## config.mk

```make
export PLATFORM = sky130hd
export DESIGN_NAME = sha1_pad
export DESIGN_NICKNAME = d
export VERILOG_FILES = /design/src/rtl/sha1_pkg.sv /design/src/rtl/sha1_word_pack.sv /design/src/rtl/sha1_pad.sv
export SDC_FILE = /design/constraint.sdc
export NUM_CORES = 1
export LEC_CHECK = 0
export ABC_AREA = 1
export CORE_MARGIN = 2
export CORE_UTILIZATION = 30
export DETAILED_ROUTE_END_ITERATION = 6
export MAX_ROUTING_LAYER = met4
export PLACE_DENSITY = 0.54
export SLEW_MARGIN = 20
export SYNTH_ARGS = -nofsm -noshare
export SYNTH_HDL_FRONTEND = slang
export SYNTH_HIERARCHICAL = 1
export SYNTH_SLANG_ARGS = --single-unit
```

## constraint.sdc

```tcl
create_clock -name clk -period 4.1 [get_ports clk]
set_input_delay 0.82 -clock clk [delete_from_list [all_inputs] [get_ports clk]]
set_output_delay 0.82 -clock clk [all_outputs]
set_load 0.01 [all_outputs]
```

## src/rtl/sha1_pkg.sv

```systemverilog
// Shared types and constants for the SHA-1 message padder.
package sha1_pkg;

  typedef enum logic [2:0] {DATA, PAD, ZERO, LEN_HI, LEN_LO} state_t;

  localparam int         WORDS_PER_BLK   = 16;
  localparam int         BYTES_PER_WORD  = 4;
  localparam int         LEN_WORD_HI_IDX = 14;
  localparam logic [7:0] PAD_BYTE        = 8'h80;

endpackage

```

## src/rtl/sha1_word_pack.sv

```systemverilog
// Byte to 32-bit big-endian word packer; flush emits the partial word
// with the 0x80 pad byte in the next free lane.
module sha1_word_pack
  import sha1_pkg::*;
(
  input  logic        clk,
  input  logic        nrst,
  input  logic        in_valid,
  input  logic [7:0]  in_data,
  output logic        in_ready,
  input  logic        flush,
  input  logic        out_ready,
  output logic        out_valid,
  output logic [31:0] out_word,
  output logic [1:0]  byte_idx,
  output logic        full
);

  logic [BYTES_PER_WORD-1:0][7:0] asm_q, cmp_w, pad_w;
  logic [1:0] idx_q;
  logic       full_q;

  assign in_ready = !full_q;
  assign byte_idx = idx_q;
  assign full     = full_q;

  // Lane 3 carries the first byte of the word; byte k lands in lane 3-k.
  always_comb begin
    cmp_w = asm_q;
    cmp_w[0] = in_data;
    pad_w = '0;
    for (int l = 0; l < BYTES_PER_WORD; l++) begin
      if (int'(idx_q) > BYTES_PER_WORD-1-l)       pad_w[l] = asm_q[l];
      else if (int'(idx_q) == BYTES_PER_WORD-1-l) pad_w[l] = PAD_BYTE;
    end
  end

  assign out_valid = full_q || (in_valid && idx_q == 2'd3) || flush;
  assign out_word  = full_q ? asm_q : (flush ? pad_w : cmp_w);

  always_ff @(posedge clk or negedge nrst) begin
    if (!nrst) begin
      asm_q  <= '0;
      idx_q  <= '0;
      full_q <= 1'b0;
    end else begin
      if (in_valid && in_ready) begin
        idx_q <= idx_q + 2'd1;
        for (int l = 0; l < BYTES_PER_WORD; l++)
          if (idx_q == 2'(BYTES_PER_WORD-1-l)) asm_q[l] <= in_data;
        // Completed word parks here when the output register is still occupied.
        if (idx_q == 2'd3 && !out_ready) full_q <= 1'b1;
      end
      if (full_q && out_ready)      full_q <= 1'b0;
      else if (flush && out_ready)  idx_q  <= '0;
    end
  end

endmodule

```

## src/rtl/sha1_pad.sv

```systemverilog
// SHA-1 message padder feeding sha1core one 32-bit word at a time.
// Optional SHA1_PAD_BLKCNT_EN adds a per-message completed-block counter.
module sha1_pad
  import sha1_pkg::*;
#(
  parameter int LEN_W = 64
) (
  input  logic        clk,
  input  logic        nrst,
  input  logic        in_valid,
  output logic        in_ready,
  input  logic [7:0]  in_data,
  input  logic        in_last,
  input  logic        in_empty,
  input  logic        core_busy,
  output logic        core_wr,
  output logic [31:0] core_data,
`ifdef SHA1_PAD_BLKCNT_EN
  output logic [31:0] blk_count,
`endif
  output logic        done
);

  state_t           state;
  logic [LEN_W-1:0] len;
  logic [63:0]      len64;
  logic [3:0]       word_idx, ld_idx;
  logic             rdy_en, lo_ld;
  logic             xfer, out_free, acc, empty_acc;
  logic             pk_ready, pk_out_ready, pk_out_valid, pk_full;
  logic [31:0]      pk_word;
  logic [1:0]       pk_idx;

  assign xfer      = core_wr && !core_busy;
  assign out_free  = !core_wr || xfer;
  assign in_ready  = rdy_en && state == DATA && !done && pk_ready;
  assign acc       = in_valid && in_ready && !in_empty;
  assign empty_acc = in_valid && in_ready && in_empty;
  assign len64     = 64'(len);
  assign pk_out_ready = out_free && (state == DATA || state == PAD);

  sha1_word_pack u_pack (
    .clk       (clk),
    .nrst      (nrst),
    .in_valid  (acc),
    .in_data   (in_data),
    .in_ready  (pk_ready),
    .flush     (state == PAD),
    .out_ready (pk_out_ready),
    .out_valid (pk_out_valid),
    .out_word  (pk_word),
    .byte_idx  (pk_idx),
    .full      (pk_full)
  );

  // ld_idx tracks the block position of the word being loaded, which can run
  // one ahead of word_idx (transferred words) while the core is busy.
  always_ff @(posedge clk or negedge nrst) begin
    if (!nrst) begin
      state     <= DATA;
      len       <= '0;
      word_idx  <= '0;
      ld_idx    <= '0;
      core_wr   <= 1'b0;
      core_data <= '0;
      done      <= 1'b0;
      rdy_en    <= 1'b0;
      lo_ld     <= 1'b0;
    end else begin
      done   <= 1'b0;
      rdy_en <= 1'b1;
      if (xfer) begin
        word_idx <= word_idx + 4'd1;
        core_wr  <= 1'b0;
      end
      if (acc) len <= len + LEN_W'(8);
      case (state)
        DATA: begin
          if (pk_out_valid && out_free) begin
            core_wr   <= 1'b1;
            core_data <= pk_word;
            ld_idx    <= ld_idx + 4'd1;
          end
          if ((acc && in_last) || empty_acc) state <= PAD;
        end
        PAD: if (out_free) begin
          core_wr   <= 1'b1;
          core_data <= pk_word;
          ld_idx    <= ld_idx + 4'd1;
          if (!pk_full)
            state <= (ld_idx == 4'(LEN_WORD_HI_IDX-1)) ? LEN_HI : ZERO;
        end
        ZERO: if (out_free) begin
          core_wr   <= 1'b1;
          core_data <= '0;
          ld_idx    <= ld_idx + 4'd1;
          if (ld_idx == 4'(LEN_WORD_HI_IDX-1)) state <= LEN_HI;
        end
        LEN_HI: if (out_free) begin
          core_wr   <= 1'b1;
          core_data <= len64[63:32];
          ld_idx    <= ld_idx + 4'd1;
          state     <= LEN_LO;
        end
        LEN_LO: begin
          if (!lo_ld) begin
            if (out_free) begin
              core_wr   <= 1'b1;
              core_data <= len64[31:0];
              ld_idx    <= ld_idx + 4'd1;
              lo_ld     <= 1'b1;
            end
          end else if (xfer) begin
            done     <= 1'b1;
            state    <= DATA;
            len      <= '0;
            word_idx <= '0;
            ld_idx   <= '0;
            lo_ld    <= 1'b0;
          end
        end
        default: state <= DATA;
      endcase
    end
  end

`ifdef SHA1_PAD_BLKCNT_EN
  always_ff @(posedge clk or negedge nrst) begin
    if (!nrst)                 blk_count <= '0;
    else if (done)             blk_count <= '0;
    else if (xfer && word_idx == 4'(WORDS_PER_BLK-1) && blk_count != '1)
                               blk_count <= blk_count + 32'd1;
  end
`endif

endmodule

```

After elaboration in Yosys (flattened, before gate mapping):

Index checks and enable logic that the tools add are counted.

* add/subtract/negate cells: 3
* multiply operators: 0
* divide/modulo/power cells: 0
* $lt $le $gt $ge: 3
* equal/unequal tests: 23
* shift operators: 0
* mux-type cells: 52
* bitwise logic cells: 0
* reductions and logical operators: 42

Operators by type and width (number)
* $mux W32: 8
* $mux W64: 4
* $pmux W32 S5: 1
* $add A64 B4 Y64 const B: 1
* $mux W8: 7
* $mux W3: 8
* $ne A2 B2 Y1 const B: 9
* $mux W4: 4
* $logic_and A1 B1 Y1: 15
* $pmux W3 S5: 1
* $mux W1: 14
* $pmux W4 S3: 1
* $reduce_and A2 Y1: 5
* $eq A2 B2 Y1 const B: 4
* $reduce_and A8 Y1: 1
* $reduce_and A7 Y1: 1
* $eq A3 B2 Y1 const B: 2
* $logic_not A1 Y1: 6
* $mux W2: 3
* $logic_or A1 B1 Y1: 5
* $reduce_bool A5 Y1: 1
* $add A4 B1 Y4 const B: 1
* $eq A2 B1 Y1 const B: 2
* $eq A4 B4 Y1 const B: 1
* 14 further kinds: 18

* register bits: 142
* bits in latches: 0
* memory bits (writable): 0
* memory bits (read-only): 0
* input port bits: 14
* output and inout port bits: 35
* logic and storage cells: 137
* memories kept: 0

Logic depth before layout (Yosys ltp):

* depth after elaboration: 12
* mapped depth: 17
* mapped depth without buffers: 14

Cells and area by module:

Netlist, hierarchy kept.

By module, submodules not included
* sha1_pad: times used 1, cells each 983, area each 6580.1 um^2, seq. area each 2602.5 um^2
* sha1_word_pack: times used 1, cells each 250, area each 1863.0 um^2, seq. area each 875.8 um^2

Least setup slack after synthesis:

Ideal clock, no wire load.

* path kind: reg2reg
* start point: register u_pack.full_q (netlist: u_pack/full)
* end point: register ld_idx[3]
* library setup time: 0.116 ns
* data arrival time: 2.299 ns
* required time: 3.984 ns
* slack: 1.685 ns
* stages on the path, launching flop included: 18
* path buffers: 3
* period minus slack after synthesis: 2.415 ns
* cell sequence: dfrtp_1 -> inv_1 -> buf_4 -> nand3_1 -> nor2_8 -> nand2_2 -> nor2_4 -> buf_4 -> buf_4 -> nand2_1 -> nand2_1 -> nand3_1 -> nand2_1 -> o21ai_0 -> nor2_1 -> nand2_1 -> nand2_1 -> nand2_1

* cells in the longest elaborated chain, start to end: 10

Ends and longest elaborated chain
* from (decl): line sha1_word_pack.sv:21 `logic full_q;`
* from (signal assigned): line sha1_word_pack.sv:45 `full_q <= 1'b0;`
* from (signal assigned): line sha1_word_pack.sv:52 `if (idx_q == 2'd3 && !out_ready) full_q <= 1'b1;`
* from (signal assigned): line sha1_word_pack.sv:54 `if (full_q && out_ready) full_q <= 1'b0;`
* $logic_not A1 Y1
* net pk_ready: line sha1_pad.sv:30 `logic pk_ready, pk_out_ready, pk_out_valid, pk_full;`
* $logic_and A1 B1 Y1: line sha1_pad.sv:36 `assign in_ready = rdy_en && state == DATA && !done && pk_ready;`
* net in_ready: line sha1_pad.sv:11 `output logic in_ready,`
* $logic_and A1 B1 Y1 (2 in series): line sha1_pad.sv:37 `assign acc = in_valid && in_ready && !in_empty;`
* net acc: line sha1_pad.sv:29 `logic xfer, out_free, acc, empty_acc;`
* $logic_and A1 B1 Y1: line sha1_word_pack.sv:38 `assign out_valid = full_q || (in_valid && idx_q == 2'd3) || flush;`
* $logic_or A1 B1 Y1 (2 in series): line sha1_word_pack.sv:38
* net pk_out_valid: line sha1_pad.sv:30
* $logic_and A1 B1 Y1: line sha1_pad.sv:79 `if (pk_out_valid && out_free) begin`
* $ne A2 B1 Y1 (no line)
* $reduce_and A3 Y1 (no line)
* to (signal assigned): line sha1_pad.sv:82 `ld_idx <= ld_idx + 4'd1;`
* to (signal assigned): line sha1_pad.sv:89 `ld_idx <= ld_idx + 4'd1;`
* to (signal assigned): line sha1_pad.sv:96 `ld_idx <= ld_idx + 4'd1;`
* to (decl): line sha1_pad.sv:27 `logic [3:0] word_idx, ld_idx;`

The timed path passes the listed nets, and every way through them passes these cells.
A chain may end at the register's enable or synchronous reset.

Final worst setup path:

* start point: register u_pack.full_q (netlist: u_pack/full)
* end point: register ld_idx[0]

* cells in the longest elaborated chain, start to end: 10

Ends and longest elaborated chain (line)
* $logic_not A1 Y1
* net pk_ready: sha1_pad.sv:30
* $logic_and A1 B1 Y1: sha1_pad.sv:36
* $logic_and A1 B1 Y1 (2 in series): sha1_pad.sv:37
* $logic_and A1 B1 Y1: sha1_word_pack.sv:38
* $logic_or A1 B1 Y1 (2 in series): sha1_word_pack.sv:38
* net pk_out_valid: sha1_pad.sv:30
* $logic_and A1 B1 Y1: sha1_pad.sv:79
* $ne A2 B1 Y1 (no line)
* $reduce_and A3 Y1 (no line)

The timed path passes the listed nets, and every way through them passes these cells.

==> metrics <==
Die Y=between 150 and 200 um; Fill cells=3023; WP data arrival=~3.7 ns; register area=3480 um^2; Post-CTS Setup Bufs=0; # diodes=0; boundary pin count=a little under 50; vias per inst=4.82; area leader, netlist=dfrtp_1; FFs w/ async S/R, synth=100%; Avg WL per Cell=roughly 17 um; DRC=0; Critical Path Source Type=flip-flop; Critical Path RT=4.46 ns; Mean Syn Cell Area=~7 um^2; setup TNS=0 ns; status=finished clean; main area contributors after synthesis=dfrtp_1, nand2_1, inv_1; clock slew at reported path FFs=approximately 0.06 ns; worst rel slew slack=a little over a third; CP Max Fanout=34; Cell variety after synth=40; Total Nets Final=about 1300; Main synth FF type=dfrtp_1; antenna violations before repair=0; Net Count, Synth=1255; kind of end point of the critical path=flip-flop; Final ANT Viol Nets=0; worst min-delay path class=in -> async; CTS Buffer Depth=2; Setup-failing EPs final=0; Worst VDD drop=slightly below 600 uV; RSZ-0062 raised after global routing=false; Power Dens Cells=between 600 and 700 nW/um^2; HPWL Detailed=roughly 21000 um; Num CTS Buffers=17; Final Hold Viols=0; WS Path Type=reg -> reg; Leakage=between 4 and 5 nW; commonest non-fill, non-tap cell in the layout=nand2_1; hold buffers post-CTS=0; Post-Synthesis Cells=around 1200; drt total wl=~28000 um; die width=between 150 and 200 um; worst skew pair latency=around 0.44 ns; top cell type's share of synthesized area=between 40 and 50%; Iter 0 DRT Violations=640; Layout area overhead=16.2%; H-tree depth=4; post-CTS sizing=0; Util after Layout=between 30% and 40%; Worst Max-Slew Pin Slew=roughly 0.95 ns; number of placement rows=61; Seq/Total Area, Yosys=between 40% and 50%; Post-Syn Area=about 8400 um^2; Post-synth EDFFs=0; CTS tree=done; largest net degree at the start of global routing=73; via count of the first global-routing pass=about 7800; Starting Density=a little under a third; layout cells sized above 1=under 10%; GRT Residual Overflow=0; IO Port Bufs=48; min Tclk post-route=~3.3 ns; core footprint=~28000 um^2; Initial DRT Pass Iterations=5; clock sinks=~140; Final Cycle Share=roughly 81%; area of the multi-input gates=4120 um^2; Worst Skew=around 0.013 ns; Placer Congestion=0.957; Max-Cap Viols=0; clock root cell=clkbuf_16; most frequent cells in the layout=nand2_1, inv_1, nor2_1, dfrtp_1, nand3_1; flops & latches, synth=approximately 140; Synth Warn #=6; Max Freq=about 0.3 GHz; first-pass GRT wire length=around 45000 um; Die Area=around 30000 um^2; GRT Total Usage=20.7%; Final Max Slew Viols=0; Via Count=around 8000
[cell usage after synthesis, drive strengths merged, types with 8 or more instances]
| cell type | number |
|---|---|
| nand2 | 440 |
| nor2 | 181 |
| inv | 176 |
| dfrtp | 139 |
| nand3 | 109 |
| a21oi | 31 |
| o21ai | 31 |
| buf | 26 |
| o221ai | 25 |
| nand4 | 19 |
| nor3 | 11 |
| ha | 8 |
| xor2 | 8 |
[per-stage QoR]
stage                     cells  cell area (um^2)  hold WS (ns)  total power [mW]  setup slack (ns)
after floorplan            1233              8440         0.449              3.96              1.68
after CTS                  1662              9800         0.457              6.43             0.706
final                      1662              9810         0.416              6.40             0.760
after detailed placement   1632              9260         0.467              4.94             0.719
after global routing       1662              9810         0.484              6.90             0.407
after global placement     1632              9260         0.464              4.91             0.832
[state kept, by name, indices dropped and copies added (netlist names)]
name and count:
ld_idx 4, len 61, core_wr 1, rdy_en 1, core_data 32, state 3, u_pack/asm_q 32, u_pack/full 1
lo_ld 1, u_pack/byte_idx 2, done 1
[power by group]
| part | switching, mW | internal (mW) | leakage, nW |
|---|---|---|---|
| Combinational | 1.74 | 0.875 | 2.84 |
| Clock | 0.637 | 0.838 | 0.256 |
| Sequential | 0.466 | 1.85 | 1.79 |
| Total | 2.84 | 3.56 | 4.88 |
[per-layer routing]
| metal | global-route usage [%] | vias to the layer above | part of all wire [%] |
|---|---|---|---|
| met5 | - | - | 0 |
| met4 | 6.25 | 0 | 2.4 |
| met3 | 3.52 | 45 | 5.0 |
| met2 | 31.9 | 222 | 45 |
| met1 | 27.8 | 3795 | 47 |
| li1 | - | 3943 | - |
[cell type report]
cell class / instances / area share [%]
Timing Repair Buffer: 54 / 5.50
Multi-Input combinational cell: 885 / 42.0
Inverter: 176 / 6.73
Tap cell: 378 / 4.82
Sequential cell: 139 / 35.5
Clock buffer: 18 / 4.48
Clock inverter: 12 / 1.03
[cell families after synthesis]
family,synth area share (%)
buffers and inverters,10.2
AO/OA/AOI/OAI,7.31
adder cells (fa/ha/maj),1.19
AND/OR/NAND/NOR,39.2
XOR/XNOR,0.934
other,0.0444
flip-flops,41.2
[path summary, 6_finish.rpt]
| path | depth (start not counted) | startpoint | slack (ns) | end |
|---|---|---|---|---|
| setup / recovery | 13 | u_pack/full | 0.76 | ld_idx[0] |
| hold / removal | 1 | nrst | 0.42 | core_data[16] |
| setup reg to reg | 13 | u_pack/full | 0.76 | ld_idx[0] |
| hold reg to reg | 2 | core_data[12] | 0.48 | core_data[12] |
| max in group asynchronous | 2 | nrst | 2.84 | len[38] |
| min in group clk | 2 | core_data[12] | 0.48 | core_data[12] |
[worst max-delay path, cell delays in order, from the launching register on]
cell and delay [ns]:
dfrtp_1 0.56, inv_1 0.40, nand3_1 0.28, nor2_8 0.19, nand2_2 0.08, nor2_4 0.11
nand2_1 0.08, nand2_1 0.09, nand3_1 0.08, nand2_1 0.14, nand3_4 0.38, inv_2 0.64
nor2_1 0.09, a21oi_1 0.14
Power figures use the tool's default switching activity.
